## config.mk

```make
export PLATFORM = sky130hd
export DESIGN_NAME = mda_char_serializer
export DESIGN_NICKNAME = d
export VERILOG_FILES = /design/src/rtl/mda_char_serializer.sv
export SDC_FILE = /design/constraint.sdc
export NUM_CORES = 1
export LEC_CHECK = 0
export ABC_AREA = 1
export BUFFER_PORTS_ARGS = -buffer_cell sky130_fd_sc_hd__buf_2
export CAP_MARGIN = 15
export CORE_UTILIZATION = 40
export CTS_CLUSTER_SIZE = 8
export DETAILED_ROUTE_END_ITERATION = 7
export GPL_TIMING_DRIVEN = 0
export PLACE_DENSITY_LB_ADDON = 0.25
export SYNTH_ARGS = -nofsm -noshare
export SYNTH_HDL_FRONTEND = slang
export SYNTH_SLANG_ARGS = --single-unit
```

## constraint.sdc

```tcl
create_clock -name clk -period 4.3 [get_ports clk]
set_clock_uncertainty 0.05 [all_clocks]
set_input_delay 0.43 -clock clk [delete_from_list [all_inputs] [get_ports clk]]
set_output_delay 0.43 -clock clk [all_outputs]
set_load 0.01 [all_outputs]
```

## src/rtl/mda_char_serializer.sv

```systemverilog
// MDA character serializer: turns a captured font row + attribute byte into a
// 1-bit video/intensity pixel stream, with CRTC timing delayed to stay aligned.
module mda_char_serializer #(
    parameter int CHAR_WIDTH    = 9,
    parameter int UNDERLINE_ROW = 12,
    parameter int BLINK_BIT     = 4,
    parameter int CURSOR_BIT    = 3
) (
    input  logic       clk,
    input  logic       reset,
    input  logic       load,
    input  logic [7:0] char_code,
    input  logic [7:0] font_bits,
    input  logic [7:0] attr,
    input  logic [4:0] row_addr,
    input  logic       cursor_here,
    input  logic       blink_enable,
    input  logic       hsync_in,
    input  logic       vsync_in,
    input  logic       de_in,
    output logic       video,
    output logic       intensity,
    output logic       hsync,
    output logic       vsync,
    output logic       display_enable
);

    localparam int            CW       = $clog2(CHAR_WIDTH + 1);
    localparam logic [CW-1:0] COL_IDLE = CW'(CHAR_WIDTH);
    localparam logic [CW-1:0] COL_EXT  = CW'(8);
    localparam logic [4:0]    UL_ROW   = 5'(UNDERLINE_ROW);

    logic [CW-1:0] col_p0;
    logic [7:0]    font_p0;
    logic [7:0]    attr_p0;
    logic          ext_p0;
    logic          ul_p0;
    logic          cur_p0;
    logic          blink_ph_p0;
    logic          cur_ph_p0;
    logic          vld_p0;

    logic [4:0]    frame_cnt;
    logic          vs_prev;
    logic          vs_rise;

    logic          f_pix;
    logic          blank;
    logic          rev;
    logic          underline;
    logic          pix;
    logic          pix_int;

    assign vs_rise   = vsync_in & ~vs_prev;
    assign vld_p0    = (col_p0 < COL_IDLE);
    assign blank     = ((attr_p0 & 8'h77) == 8'h00);
    assign rev       = ((attr_p0 & 8'h77) == 8'h70);
    assign underline = ((attr_p0 & 8'h07) == 8'h01) && !rev && ul_p0;

    // Stage p0: cell capture and column sequencing. Blink/cursor phases are
    // latched at load so a same-edge vsync increment cannot affect the new cell.
    always_ff @(posedge clk or posedge reset) begin
        if (reset) begin
            col_p0      <= COL_IDLE;
            font_p0     <= '0;
            attr_p0     <= '0;
            ext_p0      <= 1'b0;
            ul_p0       <= 1'b0;
            cur_p0      <= 1'b0;
            blink_ph_p0 <= 1'b0;
            cur_ph_p0   <= 1'b0;
        end else if (load) begin
            col_p0      <= '0;
            font_p0     <= font_bits;
            attr_p0     <= attr;
            ext_p0      <= (char_code >= 8'hC0) && (char_code <= 8'hDF);
            ul_p0       <= (row_addr == UL_ROW);
            cur_p0      <= cursor_here;
            blink_ph_p0 <= frame_cnt[BLINK_BIT];
            cur_ph_p0   <= frame_cnt[CURSOR_BIT];
        end else if (col_p0 != COL_IDLE) begin
            col_p0 <= col_p0 + CW'(1);
        end
    end

    always_ff @(posedge clk or posedge reset) begin
        if (reset) begin
            frame_cnt <= '0;
            vs_prev   <= 1'b0;
        end else begin
            vs_prev <= vsync_in;
            if (vs_rise) begin
                frame_cnt <= frame_cnt + 5'd1;
            end
        end
    end

    // Attribute decode; later rules take priority over earlier ones.
    always_comb begin
        f_pix   = 1'b0;
        pix     = 1'b0;
        pix_int = 1'b0;
        if (col_p0 < COL_EXT) begin
            f_pix = font_p0[~col_p0[2:0]];
        end else begin
            f_pix = ext_p0 & font_p0[0];
        end
        pix = rev ? ~f_pix : f_pix;
        if (blank) begin
            pix = 1'b0;
        end
        if (underline) begin
            pix = 1'b1;
        end
        if (blink_enable && attr_p0[7] && blink_ph_p0) begin
            pix = rev;
        end
        if (cur_p0 && cur_ph_p0) begin
            pix = 1'b1;
        end
        // Without blink, attr[7] brightens the lit background of reverse cells.
        if (!blink_enable && rev && !f_pix) begin
            pix_int = attr_p0[7];
        end else begin
            pix_int = attr_p0[3] & pix;
        end
        if (!vld_p0) begin
            pix     = 1'b0;
            pix_int = 1'b0;
        end
    end

    // Stage p1: registered pixel and timing outputs share the same latency.
    always_ff @(posedge clk or posedge reset) begin
        if (reset) begin
            video          <= 1'b0;
            intensity      <= 1'b0;
            hsync          <= 1'b0;
            vsync          <= 1'b0;
            display_enable <= 1'b0;
        end else begin
            video          <= pix;
            intensity      <= pix_int;
            hsync          <= hsync_in;
            vsync          <= vsync_in;
            display_enable <= de_in;
        end
    end

endmodule

```

==> impl_metrics.toml, run 1 <==
[status]
status = "complete, no violations"

[placement]
dp_slack_ns = 2.405
gp_routability_congestion = 0.8403
placed_area_um2 = 1892
dpl.hpwl_um = 2423
io_buffer_count = 36

[final_layout]
syn2layout_area_growth_pct = 22.88
nNetsFinal = 270
antenna_cells = 0
design_area_um2 = 1996
drive_above_1_share_pct = 24.78
final_util_pct = 52.92

[clock_network]
h-tree-depth = 2
cts.sinks = 35
cts_root_buf = "clkbuf_8"
cts_tree = "built"
cts-resized-gates = 0
postCtsHoldBufs = 0
worstSkewPairLatency_ns = 0.29
clk_pin_slew_ns = 0.07
clk_path_buf_depth = 2
cts_buffers = 5
postCtsSetupBuffers = 0

[timing]
setup_viol = 0
finalWorstSetupSlack_ns = 2.392
fin_crit_ns = 1.908
clock.fmax_ghz = 0.5242
max_slew.worst_pin.slew_ns = 0.8760
tns_ns = 0
hold_violations = 0
drv_slew = 0
maxSlewHeadroom_pct = 41.53
finalCritPeriodShare_pct = 44.37
rsz0062_at_grt = "false"

[setup_path]
critPathCaptureType = "flip-flop"
crit_path_max_fanout = 9
crit_buf_inv = 2
critPathTopFamily = "simple AND/OR/NAND/NOR gates"
worstPathArrival_ns = 2.07
startpoint_type = "flip-flop"
critPathKind = "flip-flop to flip-flop"
slowest_stage = "dfstp_2"
worstPathCellList = "buf_6, inv_4, nand2_2, nand2_1, nand2_1, nand3_1, nand3_2, nand3_2, or2_0, or2_1, a21oi_2"
critPathMaxStageDelay_ns = 0.56
cp.required_ns = 4.46

[floorplan]
die_x_um = 65.72
io-pin-count = 42
die_y_um = 65.72
rows = 22
core-area_um2 = 3771
dieArea_um2 = 4319
initial_utilization_pct = 43.07

[route]
wl_um = 3243
ant_nets = 0
wire_per_inst_um = 11.67
first_iter_violations = 88
via_per_inst = 4.820
routed-via-count = 1340
first_pass_iters = 4
drc = 0

[global_routing]
grt_pass1_vias = 1336
gr-total-overflow = 0
grt_pass1_wl_um = 5658
grt_max_degree = 22
track_usage_pct = 17.67
antenna_found_initial = 0

[yosys]
synth_fa_ha_area_share_pct = 3.082
synth-edff-count = 0
synth_most_common_cell = "nand2_1"
synth.top_cell.area_share_pct = 50.85
synthesis.nets = 226
synth_compound_area_share_pct = 7.011
synth_top_area_cell = "dfrtp_1"
synth_top_family_by_area = "simple AND/OR/NAND/NOR gates"
ys_async_sr_fraction_pct = 100.0
yosys.area_share.simple_pct = 26.04
synth_mux_area_share_pct = 0.6934
avgSynthCellArea_um2 = 8.779
synthCells = 185
synth_xor_xnor_area_share_pct = 2.696
synth_flop_cell = "dfrtp_1"
synth-seq-cells = 35
ys_top_cells_by_area = "dfrtp_1 (51%), nand2_1 (14%), o21ai_0 (4.3%), inv_1 (4.2%), nand3_1 (4.0%)"
synthTopCellsByCount = "nand2_1 (60), dfrtp_1 (33), inv_1 (18), o21ai_0 (14), nand3_1 (13)"
ys_seq_area_share_pct = 54.08
ys_warn_count = 0
syn-cell-area_um2 = 1624
ys_types = 26

[job]
cap_violations = 0

[pwr]
p_leak_nw = 1.042
power_density_nw_per_um2 = 413.3
peakVddDrop_v = 0.0003316

[min_path]
hold_class = "input port to flip-flop"
## flip-flops by register name (all words and copies together) (netlist names)
signal	flops
display_enable	1
video	1
ext_p0	1
frame_cnt	5
ul_p0	1
col_p0	4
attr_p0	8
cur_p0	1
vsync	1
blink_ph_p0	1
font_p0	8
cur_ph_p0	1
intensity	1
hsync	1
## metal layers
metal / share of wire (%) / global-route usage (%) / routed length (µm)
met1: 44 / 21.00 / 1418
met2: 50 / 30.23 / 1626
met3: 5.2 / 5.208 / 170
met4: 0.86 / 5.707 / 28
met5: 0 / 0 / 0
## final timing paths
path	startpoint	to	slack, ns	depth (start not counted)
max	col_p0[0]	intensity	2.39	11
min in group asynchronous	reset	attr_p0[1]	0.27	2
max reg2reg	col_p0[0]	intensity	2.39	11
min reg2reg	frame_cnt[4]	frame_cnt[4]	0.42	1
min	de_in	display_enable	0.19	1
max in group asynchronous	reset	video	3.37	3
## cell type report
cell class	count	area, µm²
clock inverter	1	7.507
multi-input combinational	125	641.9
timing repair buffer	37	207.7
buffer	5	26.28
fill	356	1775
clock buffer	7	96.34
sequential	35	878.3
inverter	20	77.57
tap	48	60.06
## cell families (layout without fill, tap and decap cells)
| logic type | Yosys count | after routing |
|---|---|---|
| buffers and inverters | 25 | 70 |
| multiplexers | 1 | 1 |
| flip-flops | 35 | 35 |
| AO/OA/AOI/OAI | 21 | 21 |
| adder cells (fa/ha/maj) | 4 | 4 |
| XOR/XNOR | 5 | 5 |
| AND/OR/NAND/NOR | 94 | 94 |
## where the power goes
| group | total (W) | switching [W] | internal [W] |
|---|---|---|---|
| registers | 0.000415 | 0.0000315 | 0.000384 |
| logic | 0.000146 | 0.0000819 | 0.0000639 |
| clock network | 0.000264 | 0.000118 | 0.000146 |
| total | 0.000825 | 0.000231 | 0.000593 |
## through the flow
stage          hold slack (ns)  cells   power, W
2_1_floorplan           0.3917    185  0.0005176
3_3_place_gp            0.4083    269  0.0005601
3_5_place_dp            0.4074    270  0.0005693
4_1_cts                 0.1884    278  0.0008324
5_1_grt                 0.1848    278  0.0008745
6_report                0.1947    278  0.0008247
## placed cells by master (no fill, tap or decap), types with 2 or more instances in the layout
| cell | netlist | final |
|---|---|---|
| a21oi_1 | 5 | 5 |
| buf_2 | 0 | 36 |
| clkbuf_1 | 4 | 4 |
| clkbuf_8 | 0 | 7 |
| dfrtp_1 | 33 | 33 |
| dfstp_2 | 2 | 2 |
| ha_1 | 4 | 4 |
| inv_1 | 18 | 18 |
| nand2_1 | 60 | 60 |
| nand2_2 | 2 | 2 |
| nand3_1 | 13 | 13 |
| nand3_2 | 3 | 3 |
| nand4_1 | 5 | 5 |
| nor2_1 | 5 | 5 |
| o21ai_0 | 14 | 14 |
| xor2_1 | 5 | 5 |
Note: power is estimated with default switching activity, not from simulation.
==> run 2: changes to the inputs <==
- clock period: 4.3 -> 1.8 ns (I/O delays scaled with it)
==> run 2 against run 1 <==
The run now ends with setup timing left. Clock power is 140% higher. Highest routed layer unchanged. Critical endpoint unchanged. Hold slack worse by 0.18 ns. Sequential share of layout area down 2.0 points. Global-route usage is 0.44 points higher. Utilization up 2.6 points. Largest cell class unchanged.
==> impl_metrics.toml, run 2 (synthesis gave the netlist of run 1 again) <==
[job]
cap_violations = 0

[clock_network]
cts_root_buf = "clkbuf_8"
h-tree-depth = 2
clk_path_buf_depth = 2
cts_buffers = 5
cts_tree = "built"
clk_pin_slew_ns = 0.07
worstSkewPairLatency_ns = 0.29
cts.sinks = 35

[floorplan]
rows = 22
core-area_um2 = 3771
die_y_um = 65.72
die_x_um = 65.72
dieArea_um2 = 4319
io-pin-count = 42
initial_utilization_pct = 43.07

[setup_path]
critPathMaxStageDelay_ns = 0.55
crit_buf_inv = 2
critPathTopFamily = "simple AND/OR/NAND/NOR gates"
slowest_stage = "dfstp_2"
critPathCaptureType = "flip-flop"
crit_path_max_fanout = 6
worstPathCellList = "buf_6, buf_4, nand2_1, nand3_1, nand3_2, nand3_2, nand3_2, or2_1, or2_1, a21oi_2"
worstPathArrival_ns = 2.08
startpoint_type = "flip-flop"
critPathKind = "flip-flop to flip-flop"
cpMostUsedCell = "nand3_2"
cp.required_ns = 1.96

[route]
first_iter_violations = 77
routed-via-count = 1360
via_per_inst = 4.755
wl_um = 3403
drc = 0
wire_per_inst_um = 11.90
first_pass_iters = 4
ant_nets = 0

[timing]
rsz0062_at_grt = "true"
maxSlewHeadroom_pct = 41.96
max_slew.worst_pin.slew_ns = 0.8697
drv_slew = 0
clock.fmax_ghz = 0.5213
finalWorstSetupSlack_ns = -0.1183
hold_violations = 0
fin_crit_ns = 1.918
setup_viol = 1
finalCritPeriodShare_pct = 106.6

[final_layout]
final_cell_mix = "nand2_1 (57), buf_2 (36), dfrtp_1 (33)"
syn2layout_area_growth_pct = 28.81
antenna_cells = 0
layout_commonest_cell = "nand2_1"
final_util_pct = 55.47
final_cell_count_no_fill = 286
ff_latch_area_um2 = 878.3
drive_above_1_share_pct = 28.57
reg_top3 = "attr_p0: 8 flops, font_p0: 8 flops, frame_cnt: 5 flops"
nNetsFinal = 278
multi_input_area_um2 = 664.4
nFillCells = 341

[global_routing]
track_usage_pct = 18.11
antenna_found_initial = 0
gr-total-overflow = 0
grt_pass1_wl_um = 5809
grt_pass1_vias = 1383
grt_max_degree = 22

[placement]
io_buffer_count = 36
dp_slack_ns = -0.09459
dp_cells = 270
dpl.hpwl_um = 2423
gp_routability_congestion = 0.8403

[status]
status = "finished, violations left"
violations = "setup timing"

[min_path]
hold_class = "input port to asynchronous set/reset pin"

[pwr]
peakVddDrop_v = 0.0007949
power_density_nw_per_um2 = 954.6
p_leak_nw = 1.082
==> run 2: cell types whose count changed in the layout (fill, tap and decap cells not counted), sizes merged <==
cell	delta
buf	+5
dlygate4sd3	+3
==> run 2: layout make-up <==
class,instances,area share (%)
Buffer,5,1.256
Clock buffer,7,4.605
Clock inverter,1,0.3589
Inverter,20,3.828
Multi-Input combinational cell,125,31.76
Sequential cell,35,41.99
Tap cell,48,2.871
Timing Repair Buffer,45,13.34
==> run 2: repair_timing <==
action / 4_1_cts / 5_1_grt
setup endpoints to repair: 1 / 2
hold buffers: 3 / 0
hold endpoints to repair: 3 / 0
resized for setup: 5 / 5
pin swaps: 7 / 7
buffers inserted: 3 / 2
==> run 2: worst paths after layout <==
check                              from      endpoint  slack [ns]  cells after the start
setup reg to reg              col_p0[0]     intensity       -0.12                     10
min in group clk           char_code[5]        ext_p0        0.03                      2
hold / removal                    reset    attr_p0[1]        0.02                      2
hold reg to reg            frame_cnt[4]  frame_cnt[4]        0.42                      1
setup / recovery              col_p0[0]     intensity       -0.12                     10
max in group asynchronous         reset         video        1.12                      3
==> run 2: layer usage <==
layer,global-route usage [%],part of all wire (%)
met4,5.978,0.56
met1,21.11,44
met3,5.382,3.6
met2,31.38,51
met5,0,0
==> run 2: through the flow <==
stage / area [µm²] / power, W / hold slack (ns) / setup TNS [ns]
after floorplan: 1624 / 0.001236 / 0.1614 / 0
after CTS: 2062 / 0.002005 / 0.02080 / -0.04879
after global placement: 1864 / 0.001338 / 0.2393 / -0.06447
after detailed placement: 1892 / 0.001360 / 0.2398 / -0.09459
final: 2092 / 0.001997 / 0.01722 / -0.1183
after global routing: 2092 / 0.002119 / 0.04425 / -0.3266
==> run 2: where the power goes <==
part / leakage, nW / switching, W / internal, W
combinational: 0.608 / 0.000207 / 0.000170
clock: 0.0505 / 0.000279 / 0.000348
sequential: 0.424 / 0.0000755 / 0.000917
total: 1.08 / 0.000562 / 0.00143
==> run 2: worst reg2reg max path: cells and delay by family, from the launching register on <==
| family | cells | cell delay, ns |
|---|---|---|
| simple gates | 7 | 0.87 |
| flops | 1 | 0.55 |
| buf+inv | 2 | 0.25 |
| compound gates | 1 | 0.14 |
